`config.mk`:
```
export PLATFORM = sky130hd
export DESIGN_NAME = alu_issue_unit
export DESIGN_NICKNAME = d
export VERILOG_FILES = /design/src/rtl/alu_issue_unit.sv
export SDC_FILE = /design/constraint.sdc
export NUM_CORES = 1
export LEC_CHECK = 0
export CORE_MARGIN = 1
export CORE_UTILIZATION = 60
export CTS_CLUSTER_DIAMETER = 50
export DETAILED_ROUTE_END_ITERATION = 8
export DONT_BUFFER_PORTS = 1
export GPL_ROUTABILITY_DRIVEN = 0
export PLACE_DENSITY = 0.76
export RECOVER_POWER = 100
export SYNTH_ARGS = -nofsm -noshare
export SYNTH_HDL_FRONTEND = slang
export SYNTH_SLANG_ARGS = --single-unit
```
`constraint.sdc`:
```
create_clock -name clk -period 4.8 [get_ports clk]
set_input_delay 0.96 -clock clk [delete_from_list [all_inputs] [get_ports clk]]
set_output_delay 0.96 -clock clk [all_outputs]
set_load 0.005 [all_outputs]
```
`src/rtl/alu_issue_unit.sv`:
```
// alu_issue_unit: queues ALU commands, issues one at a time on registered lines, captures result and flags.
// Latency: response visible two cycles after a command is accepted into an empty, idle unit.
// Backpressure: rsp_ready low holds the response and stalls issue; the FIFO accepts commands until full.
module alu_issue_unit #(
  parameter int DEPTH = 4,
  parameter int WIDTH = 8
) (
  input  logic                     clk,
  input  logic                     rst,
  input  logic                     cmd_valid,
  output logic                     cmd_ready,
  input  logic [2:0]               cmd_opcode,
  input  logic [WIDTH-1:0]         cmd_a,
  input  logic [WIDTH-1:0]         cmd_b,
  input  logic                     cmd_use_acc,
  output logic [WIDTH-1:0]         alu_a,
  output logic [WIDTH-1:0]         alu_b,
  output logic [2:0]               alu_opcode,
  input  logic [WIDTH-1:0]         alu_result,
  input  logic                     alu_carry,
  input  logic                     alu_zero,
  output logic                     rsp_valid,
  input  logic                     rsp_ready,
  output logic [WIDTH-1:0]         rsp_result,
  output logic                     rsp_carry,
  output logic                     rsp_zero,
  output logic [WIDTH-1:0]         acc,
  output logic [$clog2(DEPTH):0]   fifo_count
);

  localparam int AW = $clog2(DEPTH);
  localparam logic [AW:0] FULL_CNT = (AW+1)'(DEPTH);

  typedef struct packed {
    logic [2:0]       opcode;
    logic [WIDTH-1:0] a;
    logic [WIDTH-1:0] b;
    logic             use_acc;
  } cmd_t;

  typedef enum logic [1:0] {IDLE, DRIVE, RESP} state_t;

  cmd_t             mem [DEPTH];
  cmd_t             head;
  logic [AW-1:0]    wr_ptr;
  logic [AW-1:0]    rd_ptr;
  logic             push;
  logic             pop;
  logic             fifo_nonempty;
  logic [WIDTH-1:0] issue_a;
  state_t           state;

  // Full check uses the registered count only, so cmd_ready has no path from cmd_valid.
  assign cmd_ready     = (fifo_count != FULL_CNT) && !rst;
  assign push          = cmd_valid && cmd_ready;
  assign fifo_nonempty = (fifo_count != '0);
  // Pop from IDLE, or on the response handshake so RESP chains straight into DRIVE.
  assign pop           = fifo_nonempty &&
                         ((state == IDLE) || ((state == RESP) && rsp_valid && rsp_ready));
  assign head          = mem[rd_ptr];
  // acc already holds the previous op's result: a pop never precedes that op's capture.
  assign issue_a       = head.use_acc ? acc : head.a;

  // Command storage; contents need no reset because the pointers define validity.
  always_ff @(posedge clk) begin
    if (push) begin
      mem[wr_ptr] <= '{opcode: cmd_opcode, a: cmd_a, b: cmd_b, use_acc: cmd_use_acc};
    end
  end

  // FIFO pointers (wrap modulo DEPTH) and occupancy; reset flushes the queue.
  always_ff @(posedge clk) begin
    if (rst) begin
      wr_ptr     <= '0;
      rd_ptr     <= '0;
      fifo_count <= '0;
    end else begin
      if (push) wr_ptr <= wr_ptr + 1'b1;
      if (pop)  rd_ptr <= rd_ptr + 1'b1;
      case ({push, pop})
        2'b10:   fifo_count <= fifo_count + 1'b1;
        2'b01:   fifo_count <= fifo_count - 1'b1;
        default: fifo_count <= fifo_count;
      endcase
    end
  end

  // Issue/capture sequencer with registered ALU operands, response and accumulator.
  always_ff @(posedge clk) begin
    if (rst) begin
      state      <= IDLE;
      alu_a      <= '0;
      alu_b      <= '0;
      alu_opcode <= '0;
      rsp_valid  <= 1'b0;
      rsp_result <= '0;
      rsp_carry  <= 1'b0;
      rsp_zero   <= 1'b0;
      acc        <= '0;
    end else begin
      case (state)
        IDLE: begin
          if (pop) begin
            alu_a      <= issue_a;
            alu_b      <= head.b;
            alu_opcode <= head.opcode;
            state      <= DRIVE;
          end
        end
        DRIVE: begin
          rsp_result <= alu_result;
          rsp_carry  <= alu_carry;
          rsp_zero   <= alu_zero;
          acc        <= alu_result;
          rsp_valid  <= 1'b1;
          state      <= RESP;
        end
        RESP: begin
          if (rsp_ready) begin
            rsp_valid <= 1'b0;
            if (pop) begin
              alu_a      <= issue_a;
              alu_b      <= head.b;
              alu_opcode <= head.opcode;
              state      <= DRIVE;
            end else begin
              state <= IDLE;
            end
          end
        end
        default: state <= IDLE;
      endcase
    end
  end

endmodule

```
==> results.json, run 1 <==
{
  "status": "finished, violations left",
  "violations": "capacitance limit, slew limit",
  "clk_pin_slew_ns": 0.05,
  "portBuffers": 0,
  "finalNetCount": 343,
  "slew_violations": 58,
  "r2r_end": "fifo_count[2]$_SDFFE_PP0P_",
  "cts_resized": 0,
  "start_util": 0.6192,
  "die_y_um": 91.30,
  "hp-start": "rsp_zero$_SDFFE_PP0P_",
  "postSynthCellCount": 312,
  "min_period_ns": 3.494,
  "wl_per_cell_um": 21.26,
  "rrSetupSlack_ns": 1.31,
  "die_area_um2": 8336,
  "cts_htree_levels": 4,
  "cp.arrival_ns": 3.94,
  "hpwlAfterDp_mm": 5.418,
  "grt_pass1_wl_mm": 13.81,
  "maxCapViolCount": 4,
  "hold_end": "rsp_zero$_SDFFE_PP0P_",
  "tritoncts": "done",
  "coreArea_um2": 7727,
  "wl_mm": 8.867,
  "antenna_found_initial": 0,
  "first_pass_iters": 4,
  "vias_per_cell": 6.146,
  "worstMarginPinSlew_ns": 1.540,
  "rr_startpoint": "fifo_count[0]$_SDFFE_PP0P_",
  "synth_warnings": 0,
  "cts_hold_buf": 0,
  "diodes": 0,
  "setup.worst_path.end_class": "flop",
  "synth_most_common_cell": "edfxtp_1",
  "p_per_area_nw_per_um2": 610.2,
  "synth_top_area_frac": 0.5021,
  "slew_headroom": -0.03467,
  "synth_cell_type_count": 36,
  "rsz0062_at_grt": "false",
  "crit_fanout": 15,
  "netlist_area_um2": 4785,
  "yosysSeqAreaShare": 0.6736,
  "ys_seq_elements": 121,
  "fin_hold_ws_ns": 0.4734,
  "drt_iter0_drc": 172,
  "rows": 32,
  "required_ns": 5.25,
  "finalPower_mw": 3.220,
  "cts_buffers": 17,
  "syn_nets": 352,
  "synthFlopType": "edfxtp_1",
  "hold_violations": 0,
  "final.setup_skew_ns": 0.005671,
  "critical_path_class": "reg2reg",
  "whs_path_depth": 2,
  "grt_overflow_total": 0,
  "synth.area.top_cells": "edfxtp_1, dfxtp_1, mux4_2, mux4_1, a21oi_1",
  "leakage_nw": 1.766,
  "num_vias": 2563,
  "hold_class": "reg2reg",
  "insertion_delay_ns": 0.51,
  "drive_above_1_share": 0.1397,
  "cts.sink_count": 121,
  "yosys-top-cells-count": "edfxtp_1, dfxtp_1, a21oi_1",
  "peakVddDrop_uv": 276.6,
  "yosys.area.top_type": "edfxtp_1",
  "setup_tns_ns": 0,
  "post_synth.cell_area_avg_um2": 15.34,
  "drcViolationCount": 0,
  "fmax_mhz": 286.2,
  "synth-edff-count": 80,
  "grt_max_degree": 46,
  "cts_root_buf": "clkbuf_8",
  "post_cts_buffers": 0,
  "ys_async_sr_fraction": 0,
  "fin_crit_sh": 0.7280,
  "setup_violations": 0,
  "grt_use_total": 0.2323,
  "dieWidth_um": 91.30,
  "clock_path_buffers": 2,
  "worst_r2r_path_depth": 7,
  "fill_cells": 521,
  "ant_nets": 0,
  "start_kind": "flop",
  "grt_pass1_vias": 2540,
  "syn2layout_area_growth_pct": 10.30,
  "ios": 76
}
[flip-flops by register name, indices dropped and copies added, names as in the netlist, named ones only]
| register | count |
|---|---|
| rd_ptr | 2 |
| wr_ptr | 2 |
| rsp_zero | 1 |
| acc | 8 |
| rsp_valid | 1 |
| rsp_carry | 1 |
| alu_a | 8 |
| mem | 80 |
| alu_opcode | 3 |
| alu_b | 8 |
| fifo_count | 3 |
| state | 2 |
[layout make-up]
cell class,count,area (um^2),share of cell area
Clock buffer,19,421.7,0.07990
Clock inverter,12,132.6,0.02513
Inverter,6,22.52,0.004267
Multi-Input combinational cell,155,1335,0.2530
Sequential cell,121,3223,0.6107
Tap cell,102,127.6,0.02418
Timing Repair Buffer,2,15.01,0.002845
[layer usage]
| layer | part of all wire | global-route usage | vias up |
|---|---|---|---|
| met4 | 0.018 | 0.1085 | 0 |
| met2 | 0.46 | 0.3396 | 76 |
| met3 | 0.066 | 0.08626 | 12 |
| met1 | 0.45 | 0.3107 | 1283 |
| li1 | - | - | 1192 |
| met5 | 0 | 0 | - |
[through the flow]
stage                 util  area, um^2  cells  worst slack [ns]
floorplan                -        4785    312             2.005
global placement    0.6125        4733    386             1.984
detailed placement  0.6125        4733    386             1.935
CTS                 0.6843        5288    417             2.027
global route        0.6830        5278    417             1.017
finish              0.6830        5278    417             1.306
[cells by family (layout without fill, tap and decap cells)]
kind of cell,count (synthesis),in the layout,share of synthesized area
DFF,121,121,0.6736
AOI/OAI and AO/OA,60,60,0.07793
and+or+nand+nor,56,56,0.06067
buffers and inverters,36,39,0.04524
muxes,31,31,0.1216
adders and majority gates,6,6,0.01726
xor gates and xnor gates,2,2,0.003662
[worst max-delay path, cell delays in order (launching register included)]
cell	delay, ns
dfxtp_1	0.38
nor3_1	1.23
nor3_1	0.46
ha_1	0.38
fa_1	0.39
xnor2_1	0.14
or3_1	0.30
a21oi_1	0.14
[power by group]
group	leakage, nW	switching (mW)	internal, mW
clock	0.271	0.416	0.774
combinational	0.433	0.365	0.268
sequential	1.06	0.142	1.25
[cell usage in the layout, fill, tap and decap left out, types with 5 or more instances in the layout]
| cell | netlist | routed |
|---|---|---|
| nand2_1 | 20 | 20 |
| edfxtp_1 | 80 | 80 |
| clkbuf_16 | 0 | 16 |
| o31ai_1 | 13 | 13 |
| a31oi_1 | 8 | 8 |
| mux2i_1 | 9 | 9 |
| nand4_1 | 12 | 12 |
| mux4_1 | 5 | 5 |
| dfxtp_1 | 41 | 41 |
| nor2_1 | 8 | 8 |
| mux4_2 | 15 | 15 |
| ha_1 | 5 | 5 |
| a21oi_1 | 26 | 26 |
| inv_1 | 6 | 6 |
| a211oi_1 | 9 | 9 |
[how the worst max path moves through the flow]
stage | startpoint | end | slack, ns | depth (start not counted)
2_1_floorplan | rst | fifo_count[2]$_SDFFE_PP0P_ | 2.01 | 8
3_3_place_gp | cmd_valid | fifo_count[2]$_SDFFE_PP0P_ | 1.98 | 8
3_5_place_dp | cmd_valid | fifo_count[2]$_SDFFE_PP0P_ | 1.94 | 8
4_1_cts | fifo_count[0]$_SDFFE_PP0P_ | fifo_count[2]$_SDFFE_PP0P_ | 2.03 | 7
5_1_grt | fifo_count[0]$_SDFFE_PP0P_ | fifo_count[2]$_SDFFE_PP0P_ | 1.02 | 7
6_report | fifo_count[0]$_SDFFE_PP0P_ | fifo_count[2]$_SDFFE_PP0P_ | 1.31 | 7
No activity file was read; power rests on OpenSTA's default activity.
==> run 2, diff against run 1 <==
clock period = 3.7 ns   (was 4.8 ns; I/O delays follow)
==> results.json, run 2 (synthesized netlist as in run 1, its figures left out) <==
{
  "die_area_um2": 8336,
  "final.setup_skew_ns": 0.009867,
  "drcViolationCount": 0,
  "cts_resized": 0,
  "diodes": 0,
  "clock_path_buffers": 2,
  "first_pass_iters": 4,
  "status": "complete, no violations",
  "setup.worst_path.end_class": "flop",
  "wl_per_cell_um": 20.46,
  "vias_per_cell": 6.087,
  "finalPower_mw": 4.181,
  "rows": 32,
  "post_cts_buffers": 0,
  "drt_iter0_drc": 148,
  "grt_overflow_total": 0,
  "coreArea_um2": 7727,
  "wl_mm": 8.674,
  "hold_violations": 0,
  "portBuffers": 0,
  "antenna_found_initial": 0,
  "finalNetCount": 349,
  "ant_nets": 0,
  "grt_pass1_vias": 2596,
  "grt_pass1_wl_mm": 13.61,
  "hold_class": "in2reg",
  "cts_root_buf": "clkbuf_8",
  "hold_end": "wr_ptr[0]$_SDFFE_PP0P_",
  "dr_wl_met3_um": 812,
  "met1_length_mm": 3.519,
  "finish.utilization": 0.6865,
  "rrSetupSlack_ns": 0.84,
  "clk_pin_slew_ns": 0.06,
  "largest-register": "mem",
  "p_per_area_nw_per_um2": 788.2,
  "hpwlAfterDp_mm": 5.457,
  "fin_area_um2": 5305,
  "tritoncts": "done",
  "hp-start": "rst",
  "critical_path_class": "reg2reg",
  "worstMarginPinSlew_ns": 1.321,
  "setup_violations": 0,
  "ios": 76,
  "start_util": 0.6192,
  "mostFrequentLayoutCell": "edfxtp_1",
  "pre_cts_slack_ns": 1.071,
  "worst_r2r_path_depth": 8,
  "fin_ws_ns": 0.8442,
  "fmax_mhz": 350.2,
  "required_ns": 4.14,
  "rsz0062_at_grt": "false",
  "setup_tns_ns": 0,
  "syn2layout_area_growth_pct": 10.88,
  "slew_headroom": 0.1196,
  "cts_htree_levels": 4,
  "p_int_mw": 2.991,
  "leakage_nw": 1.768,
  "start_kind": "flop",
  "rr_startpoint": "fifo_count[0]$_SDFFE_PP0P_",
  "dr.max_layer_used": "met4",
  "seq_power_share": 0.436,
  "cts_buffers": 17,
  "whs_path_depth": 1,
  "drive_above_1_share": 0.1335,
  "peakVddDrop_uv": 414.2,
  "crit_fanout": 15,
  "die_y_um": 91.30,
  "layout_common_cells": "edfxtp_1, dfxtp_1, a21oi_1",
  "r2r_end": "fifo_count[2]$_SDFFE_PP0P_",
  "swShare": 0.2846,
  "pwr-share-comb": 0.195,
  "cts.sink_count": 121,
  "grt_max_degree": 46,
  "fin_crit_sh": 0.7718,
  "num_vias": 2581,
  "dieWidth_um": 91.30,
  "maxCapViolCount": 0,
  "cp.arrival_ns": 3.30,
  "min_period_ns": 2.856,
  "insertion_delay_ns": 0.51,
  "dpl_cell_area_um2": 4778,
  "slew_violations": 0,
  "dr_wl_met2_mm": 4.310,
  "cts_hold_buf": 0,
  "grt_use_total": 0.2264,
  "p_sw_mw": 1.190,
  "largest_register_ffs": 80,
  "pwr-share-clk": 0.369
}
-- run 2: cell count changes in the layout (fill, tap and decap cells not counted) --
cell / change
clkinvlp_4: +1
clkinv_1: -1
clkbuf_1: +9
clkinv_2: -2
-- run 2: worst max path at each step --
stage,from,cells after the start,endpoint
2_1_floorplan,rst,8,fifo_count[2]$_SDFFE_PP0P_
3_3_place_gp,cmd_valid,8,fifo_count[2]$_SDFFE_PP0P_
3_5_place_dp,cmd_valid,8,fifo_count[2]$_SDFFE_PP0P_
4_1_cts,fifo_count[0]$_SDFFE_PP0P_,8,fifo_count[2]$_SDFFE_PP0P_
5_1_grt,fifo_count[0]$_SDFFE_PP0P_,8,fifo_count[2]$_SDFFE_PP0P_
6_report,fifo_count[0]$_SDFFE_PP0P_,8,fifo_count[2]$_SDFFE_PP0P_
-- run 2: cell type report --
class,instances,area [um^2]
multi-input combinational,155,1335
sequential,121,3223
fill,505,2422
tap,102,127.6
clock buffer,22,432.9
clock inverter,10,126.4
inverter,6,22.52
timing repair buffer,8,37.54
-- run 2: routing by layer --
metal | global-route usage | vias to the layer above
li1 | - | 1206
met1 | 0.2883 | 1253
met2 | 0.3434 | 120
met3 | 0.09296 | 2
met4 | 0.09788 | 0
met5 | 0 | -
-- run 2: per-stage QoR --
step / hold WS [ns] / instances
after global placement: 0.4536 / 392
final: 0.2952 / 424
after detailed placement: 0.4659 / 392
after floorplan: 0.4527 / 312
after CTS: 0.2730 / 424
after global routing: 0.2706 / 424
-- run 2: power by group through the flow --
| stage | clock network [mW] | registers [mW] | logic (mW) |
|---|---|---|---|
| after floorplan | 0 | 1.75 | 0.786 |
| after global placement | 0 | 1.85 | 0.805 |
| after detailed placement | 0 | 1.86 | 0.826 |
| after CTS | 1.57 | 1.83 | 0.836 |
| after global routing | 1.62 | 1.86 | 0.897 |
| final | 1.54 | 1.82 | 0.817 |
-- run 2: worst max-delay path: stages (launching register included) --
cell and delay (ns):
dfxtp_1 0.47, nor3_1 0.11, clkbuf_1 0.30, nor3_1 0.83, ha_1 0.35, fa_1 0.20
xnor2_1 0.07, or3_1 0.32, a21oi_1 0.14
==> run 3, diff against run 2 <==
clock period = 2.8 ns   (was 3.7 ns; I/O delays follow)
==> results.json, run 3 (synthesized netlist as in run 1, its figures left out) <==
{
  "wl_mm": 9.155,
  "leakage_nw": 1.798,
  "syn2layout_area_growth_pct": 11.58,
  "worst_r2r_path_depth": 8,
  "setup_violations": 0,
  "ios": 76,
  "setup_tns_ns": 0,
  "mostFrequentLayoutCell": "edfxtp_1",
  "cts_root_buf": "clkbuf_8",
  "post_cts_buffers": 0,
  "tritoncts": "done",
  "crit_fanout": 6,
  "largest_register_ffs": 80,
  "grt_use_total": 0.2421,
  "cts_htree_levels": 4,
  "first_pass_iters": 5,
  "rows": 32,
  "cts_buffers": 17,
  "antenna_found_initial": 0,
  "fin_cells": 426,
  "rrSetupSlack_ns": 0.28,
  "setup.worst_path.end_class": "flop",
  "hold_class": "in2reg",
  "p_per_area_nw_per_um2": 1050,
  "whs_path_depth": 1,
  "diodes": 0,
  "die_y_um": 91.30,
  "clock_path_buffers": 2,
  "cts_hold_buf": 0,
  "grt_pass1_vias": 2648,
  "start_kind": "flop",
  "portBuffers": 0,
  "cpMaxStageDelayCell": "dfxtp_1",
  "drive_above_1_share": 0.1636,
  "hpwlAfterDp_mm": 5.535,
  "start_util": 0.6192,
  "hold_violations": 0,
  "largest-register": "mem",
  "clk_pin_slew_ns": 0.06,
  "rr_startpoint": "fifo_count[0]$_SDFFE_PP0P_",
  "fill_cells": 498,
  "required_ns": 3.25,
  "insertion_delay_ns": 0.51,
  "fin_crit_sh": 0.8989,
  "critical_path_class": "reg2reg",
  "worstMarginPinSlew_ns": 0.9109,
  "crit_chain": "nor3b_1, nor3_1, inv_1, ha_1, fa_1, xnor2_1, or3_1, a21oi_1",
  "dieWidth_um": 91.30,
  "grt_pass1_wl_mm": 14.55,
  "hold_end": "wr_ptr[0]$_SDFFE_PP0P_",
  "ant_nets": 0,
  "coreArea_um2": 7727,
  "regArea_um2": 3223,
  "peakVddDrop_uv": 492.8,
  "cp.arrival_ns": 2.96,
  "maxCapViolCount": 0,
  "grt_overflow_total": 0,
  "slew_violations": 0,
  "placedCellCount": 395,
  "min_period_ns": 2.517,
  "r2r_end": "fifo_count[2]$_SDFFE_PP0P_",
  "layout_common_cells": "edfxtp_1, dfxtp_1, a21oi_1",
  "hp-start": "rst",
  "slowest_delay_ns": 0.48,
  "cts_resized": 0,
  "grt_max_degree": 46,
  "num_vias": 2677,
  "vias_per_cell": 6.284,
  "finalNetCount": 352,
  "cts.sink_count": 121,
  "multi_input_area_um2": 1345,
  "drt_iter0_drc": 195,
  "rsz0062_at_grt": "false",
  "status": "complete, no violations",
  "drcViolationCount": 0,
  "fmax_mhz": 397.3,
  "die_area_um2": 8336,
  "final.setup_skew_ns": 0.009423,
  "wl_per_cell_um": 21.49,
  "slew_headroom": 0.3915
}
run 3: cell types whose count changed in the layout (fill, tap and decap cells not counted), moves of 2 or more:
cell | before | now
clkbuf_1 | 11 | 5
buf_4 | 2 | 5
nor3_1 | 3 | 1
clkbuf_2 | 0 | 4
nor3_2 | 0 | 2
run 3: power breakdown:
| group | switching [mW] | internal, mW | leakage [nW] | total [mW] |
|---|---|---|---|---|
| Clock | 0.722 | 1.33 | 0.265 | 2.05 |
| Combinational | 0.695 | 0.494 | 0.472 | 1.19 |
| Sequential | 0.212 | 2.15 | 1.06 | 2.36 |
run 3: layout make-up:
cell class	instances	area share
tap	102	0.02390
clock inverter	11	0.02437
clock buffer	20	0.07968
multi-input combinational	155	0.2519
sequential	121	0.6037
timing repair buffer	11	0.01219
inverter	6	0.004218
run 3: metrics by stage:
| stage | area, um^2 | hold WS [ns] | utilization | total power, mW | setup WS, ns |
|---|---|---|---|---|---|
| 2_1_floorplan | 4785 | 0.4527 | - | 3.356 | 0.4050 |
| 3_3_place_gp | 4801 | 0.4551 | 0.6213 | 3.533 | 0.4500 |
| 3_5_place_dp | 4801 | 0.4607 | 0.6213 | 3.576 | 0.2903 |
| 4_1_cts | 5356 | 0.09674 | 0.6932 | 5.645 | 0.2959 |
| 5_1_grt | 5339 | 0.1002 | 0.6909 | 5.874 | 0.08389 |
| 6_report | 5339 | 0.1145 | 0.6909 | 5.604 | 0.2831 |
run 3: metal layers:
metal | up-vias | routed length, um | track usage
met5 | - | 0 | 0
met2 | 107 | 4457 | 0.3699
met3 | 17 | 681 | 0.09631
met4 | 0 | 129 | 0.1019
met1 | 1341 | 3887 | 0.3093
li1 | 1212 | - | -
run 3: worst max-delay path, delay by kind of cell (launching register included):
kind                       cells  cell delay (ns)
adders and majority gates      2             0.68
xor gates and xnor gates       1             0.15
buffers and inverters          1             0.10
AOI/OAI and AO/OA              1             0.14
DFF                            1             0.48
and+or+nand+nor                3             0.90
run 3: worst max path at each step:
stage	slack [ns]	from	cells past startpoint	end
after floorplan	0.40	rst	8	fifo_count[2]$_SDFFE_PP0P_
after global placement	0.45	cmd_valid	8	fifo_count[2]$_SDFFE_PP0P_
after detailed placement	0.29	cmd_valid	8	fifo_count[2]$_SDFFE_PP0P_
after CTS	0.30	fifo_count[0]$_SDFFE_PP0P_	8	fifo_count[2]$_SDFFE_PP0P_
after global routing	0.08	fifo_count[0]$_SDFFE_PP0P_	8	fifo_count[2]$_SDFFE_PP0P_
final	0.28	fifo_count[0]$_SDFFE_PP0P_	8	fifo_count[2]$_SDFFE_PP0P_
